### src/rtl/rom_readback_if.sv
// ROM port A and pipe-out FIFO write side seen by the readback engine.
// Handshake: a word transfers on a core_clk edge where fifo_wr=1; fifo_wr is only raised while fifo_full=0.
interface rom_readback_if;
  logic        mem_en;
  logic [31:0] mem_addr;
  logic [31:0] mem_dout;
  logic [31:0] fifo_din;
  logic        fifo_wr;
  logic        fifo_full;

  modport master (
    output mem_en,
    output mem_addr,
    input  mem_dout,
    output fifo_din,
    output fifo_wr,
    input  fifo_full
  );

  modport slave (
    input  mem_en,
    input  mem_addr,
    output mem_dout,
    input  fifo_din,
    input  fifo_wr,
    output fifo_full
  );
endinterface

### src/rtl/rom_readback.sv
// Reads a host-sized image back out of program ROM, one word per ISSUE/WAIT/PUSH pass,
// into the pipe-out FIFO, keeping a word count and a running 32-bit checksum.
module rom_readback #(
  parameter logic [31:0] BASE_ADDR = 32'h0000_0000,
  parameter int unsigned MAX_WORDS = 16384
) (
  input  logic                 core_clk,
  input  logic                 reset,
  input  logic                 start,
  input  logic [31:0]          byte_count,
  rom_readback_if.master       bus,
  output logic                 busy,
  output logic                 done,
  output logic [31:0]          words_sent,
  output logic [31:0]          checksum,
  output logic [2:0]           state_dbg
);

  typedef enum logic [2:0] {
    S_IDLE  = 3'd0,
    S_ISSUE = 3'd1,
    S_WAIT  = 3'd2,
    S_PUSH  = 3'd3,
    S_DONE  = 3'd4
  } state_t;

  localparam logic [32:0] MAX_W33 = 33'(MAX_WORDS);

  state_t      state_q, state_d;
  logic        start_q;
  logic [31:0] total_q;
  logic [31:0] index_q;
  logic [31:0] hold_q;
  logic [31:0] addr_q;

  logic [32:0] words_raw;
  logic [31:0] total_clamped;
  logic        start_accept;
  logic        push_fire;
  logic        last_word;

  // Round up to whole words in 33 bits so byte_count near 2^32 cannot wrap.
  assign words_raw     = ({1'b0, byte_count} + 33'd3) >> 2;
  assign total_clamped = (words_raw > MAX_W33) ? MAX_W33[31:0] : words_raw[31:0];
  assign start_accept  = start && !start_q && (state_q == S_IDLE);
  assign push_fire     = (state_q == S_PUSH) && !bus.fifo_full;
  assign last_word     = ((index_q + 32'd1) == total_q);

  assign bus.mem_en   = (state_q == S_ISSUE);
  assign bus.mem_addr = addr_q;
  assign bus.fifo_din = hold_q;
  assign bus.fifo_wr  = push_fire;
  assign state_dbg    = state_q;

  always_comb begin
    state_d = state_q;
    case (state_q)
      S_IDLE:  if (start_accept) state_d = (total_clamped == 32'd0) ? S_DONE : S_ISSUE;
      S_ISSUE: state_d = S_WAIT;
      S_WAIT:  state_d = S_PUSH;
      S_PUSH:  if (push_fire) state_d = last_word ? S_DONE : S_ISSUE;
      S_DONE:  state_d = S_IDLE;
      default: state_d = S_IDLE;
    endcase
  end

  always_ff @(posedge core_clk) begin
    if (reset) begin
      state_q    <= S_IDLE;
      start_q    <= 1'b0;
      total_q    <= 32'd0;
      index_q    <= 32'd0;
      hold_q     <= 32'd0;
      addr_q     <= BASE_ADDR;
      busy       <= 1'b0;
      done       <= 1'b0;
      words_sent <= 32'd0;
      checksum   <= 32'd0;
    end else begin
      state_q <= state_d;
      start_q <= start;
      if (start_accept) begin
        total_q    <= total_clamped;
        index_q    <= 32'd0;
        addr_q     <= BASE_ADDR;
        done       <= 1'b0;
        words_sent <= 32'd0;
        checksum   <= 32'd0;
        busy       <= 1'b1;
      end
      if (state_q == S_WAIT) hold_q <= bus.mem_dout;
      // Address for the next word is staged here so it holds steady through any stall.
      if (push_fire) begin
        words_sent <= words_sent + 32'd1;
        checksum   <= checksum + hold_q;
        index_q    <= index_q + 32'd1;
        addr_q     <= BASE_ADDR + ((index_q + 32'd1) << 2);
      end
      if (state_q == S_DONE) begin
        busy <= 1'b0;
        done <= 1'b1;
      end
    end
  end

endmodule

### src/flat_wrapper.sv
// flat-port wrapper written by rule: the top's interface ports become plain ports
module rom_readback_flat 
#(
  parameter logic [31:0] BASE_ADDR = 32'h0000_0000,
  parameter int unsigned MAX_WORDS = 16384
)
  (core_clk, reset, start, byte_count, busy, done, words_sent, checksum, state_dbg, bus_mem_en, bus_mem_addr, bus_mem_dout, bus_fifo_din, bus_fifo_wr, bus_fifo_full);
  rom_readback_if bus_i ();
  input  logic core_clk;
  input  logic reset;
  input  logic start;
  input  logic [31:0] byte_count;
  output logic busy;
  output logic done;
  output logic [31:0] words_sent;
  output logic [31:0] checksum;
  output logic [2:0] state_dbg;
  output wire logic [$bits(bus_i.mem_en)-1:0] bus_mem_en;
  output wire logic [$bits(bus_i.mem_addr)-1:0] bus_mem_addr;
  input wire logic [$bits(bus_i.mem_dout)-1:0] bus_mem_dout;
  output wire logic [$bits(bus_i.fifo_din)-1:0] bus_fifo_din;
  output wire logic [$bits(bus_i.fifo_wr)-1:0] bus_fifo_wr;
  input wire logic [$bits(bus_i.fifo_full)-1:0] bus_fifo_full;
  assign bus_mem_en = bus_i.mem_en;
  assign bus_mem_addr = bus_i.mem_addr;
  assign bus_i.mem_dout = bus_mem_dout;
  assign bus_fifo_din = bus_i.fifo_din;
  assign bus_fifo_wr = bus_i.fifo_wr;
  assign bus_i.fifo_full = bus_fifo_full;
  rom_readback #(.BASE_ADDR(BASE_ADDR), .MAX_WORDS(MAX_WORDS)) u_core (.core_clk(core_clk), .reset(reset), .start(start), .byte_count(byte_count), .bus(bus_i), .busy(busy), .done(done), .words_sent(words_sent), .checksum(checksum), .state_dbg(state_dbg));
endmodule
### config.mk
export PLATFORM = sky130hd
export DESIGN_NAME = rom_readback_flat
export DESIGN_NICKNAME = d
export VERILOG_FILES = /design/src/rtl/rom_readback_if.sv /design/src/rtl/rom_readback.sv /design/src/flat_wrapper.sv
export SDC_FILE = /design/constraint.sdc
export NUM_CORES = 1
export LEC_CHECK = 0
export ABC_AREA = 0
export CAP_MARGIN = 10
export CORE_ASPECT_RATIO = 1.4
export CORE_MARGIN = 4
export CORE_UTILIZATION = 52
export CTS_CLUSTER_DIAMETER = 50
export DETAILED_ROUTE_END_ITERATION = 12
export GPL_TIMING_DRIVEN = 0
export PLACE_DENSITY = 0.81
export SLEW_MARGIN = 40
export SYNTH_ARGS = -nofsm -noshare
export SYNTH_HDL_FRONTEND = slang
export SYNTH_SLANG_ARGS = --single-unit
### constraint.sdc
create_clock -name core_clk -period 3.8 [get_ports core_clk]
set_input_delay 0.95 -clock core_clk [delete_from_list [all_inputs] [get_ports core_clk]]
set_output_delay 0.95 -clock core_clk [all_outputs]
set_load 0.05 [all_outputs]
==> impl_metrics.ini <==
[power]
power.switching_mw = 1.15
clock_power_share_pct = 44.6
p_per_area_nw_per_um2 = 329
sw_frac_of_total_pct = 27.7
max-vdd-ir-drop_uv = 249
totalPowerFinal_mw = 4.13
combPwrFrac_pct = 12.3
leakagePower_nw = 4.84
intPower_mw = 2.99
pwr-share-seq_pct = 43.1

[route]
drc = 0
drtIter0Drc = 894
firstDrtPassIters = 6
drt-vias-per-instance = 5.91
postRouteAntennaNets = 0
wirelength_um = 30500
wl_per_cell_um = 18.1
num_vias = 9940

[synth]
synth_common_cells = 165 x dfxtp_1, 139 x nand2_1, 116 x a21oi_1, 111 x nor2_1, 53 x xnor2_1
netlist_area_um2 = 9630
synth_cell_type_count = 77
synth.top_cell.area_share_pct = 34.3
syn_area_per_cell_um2 = 7.96
ys_top_cells_by_area = dfxtp_1 34%, a21oi_1 6.0%, nand2_1 5.4%
ys_seq_elements = 165
synthCells = 1209
synth_top_area_cell = dfxtp_1
synthArstFlopShare_pct = 0
ys.flop_type = dfxtp_1
ys.warnings.count = 0
synth-seq-area-share_pct = 34.3
synth_most_common_cell = dfxtp_1
synth_edf_count = 0

[layout]
nFillCells = 1482
area_delta_synth_final_pct = 30.4
final_nets = 1530
multiInputGateArea_um2 = 5780
antennaDiodeCount = 0
fin_cells = 1681
drive_gt1_share_pct = 7.43
seq_area_um2 = 3300

[sta]
hold_violations = 0
slew_violations = 0
fin_skew_ps = 8.72
max_freq_ghz = 0.271
fin_tns_setup_ps = 0
fin_ws_ps = 113
worstMarginPinSlew_ps = 809
rsz0062_at_grt = no
setup_viol = 0
fin_crit_sh_pct = 97.0
period_minus_slack_ps = 3690
max-slew-margin-rel_pct = 46.1

[placement]
globalplace.congestion = 0.913
dp.cells = 1649
post-place-ws_ps = -986
io_buffers = 199
dpl.hpwl_um = 22600

[clocking]
cts_hold_buf = 0
tritoncts = yes
cts_num_sinks = 165
cts-buffers-inserted = 17
clock_path_buffers = 2
clkSlewWorstSetupHoldPaths_ps = 60
root_buffer = clkbuf_16
clk_latency_ps = 440
htree_levels = 4

[setup_path]
path_buf_inv = 4
required_ps = 2850
crit_path_cell_trace = clkdlybuf4s50_1 -> nand4bb_1 -> clkinvlp_4 -> clkbuf_2 -> clkdlybuf4s15_2
worstSetupEndpointType = primary output
cp_slowest_cell = clkdlybuf4s50_1
setup.worst_path.class = primary input to primary output
critPathLaunchType = primary input
cp_max_fo = 10
worstPathArrival_ps = 2740
cp_top_family = buffers and inverters
slowest_delay_ps = 460

[global_routing]
grt_max_degree = 17
grt_pass1_vias = 9636
grt_overflow = 0
grt_usage_pct = 29.3
antenna_found_initial = 0
grt_pass1_wl_um = 48400

[floorplanning]
fp.coreArea_um2 = 18100
die_x_um = 123
io_pins = 203
num_rows = 58
start_util_pct = 53.3
die_y_um = 169
die_area_um2 = 20800

[outcome]
status = finished, final reports clean

[hold_path]
hold_path.class = register to register

[job]
max-cap-violations = 0
area by class of cell:
class	count	area share [%]
clock buffer	17	3.39
inverter	16	0.508
buffer	91	3.88
timing repair buffer	200	15.9
clock inverter	15	1.52
sequential	165	26.3
tap	240	2.39
multi-input combinational	937	46.1
flip-flops by register name, indices dropped and copies added (netlist names):
register / flops
u_core.bus.fifo_din: 32
u_core.checksum: 32
u_core.words_sent: 32
u_core.total_q: 31
u_core.bus.mem_addr: 29
u_core.index_q: 3
u_core.state_dbg: 3
u_core.busy: 1
u_core.done: 1
u_core.start_q: 1
what timing repair did:
item                                    CTS  global route
endpoints found under the setup margin    1             0
buffers inserted                          1             0
gates resized for setup                   5             0
power groups by stage:
stage / combinational, mW / clock [mW] / sequential [mW]
2_1_floorplan: 0.206 / 0 / 1.89
3_3_place_gp: 0.497 / 0 / 1.82
3_5_place_dp: 0.501 / 0 / 1.82
4_1_cts: 0.505 / 1.85 / 1.78
5_1_grt: 0.542 / 1.92 / 1.78
6_report: 0.509 / 1.84 / 1.78
routing by layer:
layer | up-vias | GRT usage, % | part of all wire [%]
met3 | 86 | 7.62 | 8.4
met5 | - | 0 | 0
met1 | 4645 | 32.6 | 37
met4 | 0 | 13.3 | 4.2
li1 | 4777 | - | -
met2 | 432 | 51.5 | 50
layout by cell type, fill, tap and decap left out, types with 15 or more instances in the layout:
cell and instances:
dfxtp_1 165, xnor2_1 53, clkdlybuf4s50_1 198, nand4_1 15, clkbuf_1 46, and3_1 44
inv_1 15, nand3_1 52, buf_4 35, clkbuf_16 17, a21oi_1 116, xor2_1 34
o21ai_0 46, o21ai_1 15, nor3_1 26, or3_1 18, nor2_1 111, a22oi_1 33
nor4_1 16, nand2_1 139, ha_1 33
final timing paths:
path / start / end / slack [ps] / cells past startpoint
setup / recovery: bus_fifo_full / bus_fifo_wr / 110 / 5
hold / removal: u_core.total_q[0] / u_core.total_q[0] / 470 / 2
setup reg to reg: u_core.bus.mem_addr[2] / u_core.state_dbg[0] / 540 / 10
hold reg to reg: u_core.total_q[0] / u_core.total_q[0] / 470 / 2
cells by family after synthesis:
kind of cell / count (synthesis) / synth area share, %
simple gates: 502 / 27.0
xor+xnor: 87 / 7.91
mux: 7 / 0.767
buf+inv: 108 / 5.70
compound gates: 305 / 19.7
other cells: 1 / 0.0389
fa+ha+maj: 34 / 4.50
flops: 165 / 34.3
worst register-to-register path: stages (launching register included):
cell	delay, ps
dfxtp_1	490
ha_1	300
nand2_1	260
nor2_1	560
a311oi_1	180
a211oi_1	300
o22ai_1	130
nor4_1	350
and4_1	340
nand2_1	70
and3_1	180
per-stage QoR:
stage / hold WS [ps] / util (%) / area (um^2)
after global placement: 456 / 66.0 / 11900
after floorplan: 438 / - / 9630
after global routing: 498 / 69.5 / 12600
final: 466 / 69.5 / 12600
after detailed placement: 458 / 66.0 / 11900
after CTS: 467 / 69.5 / 12600
Power figures use the tool's default switching activity.
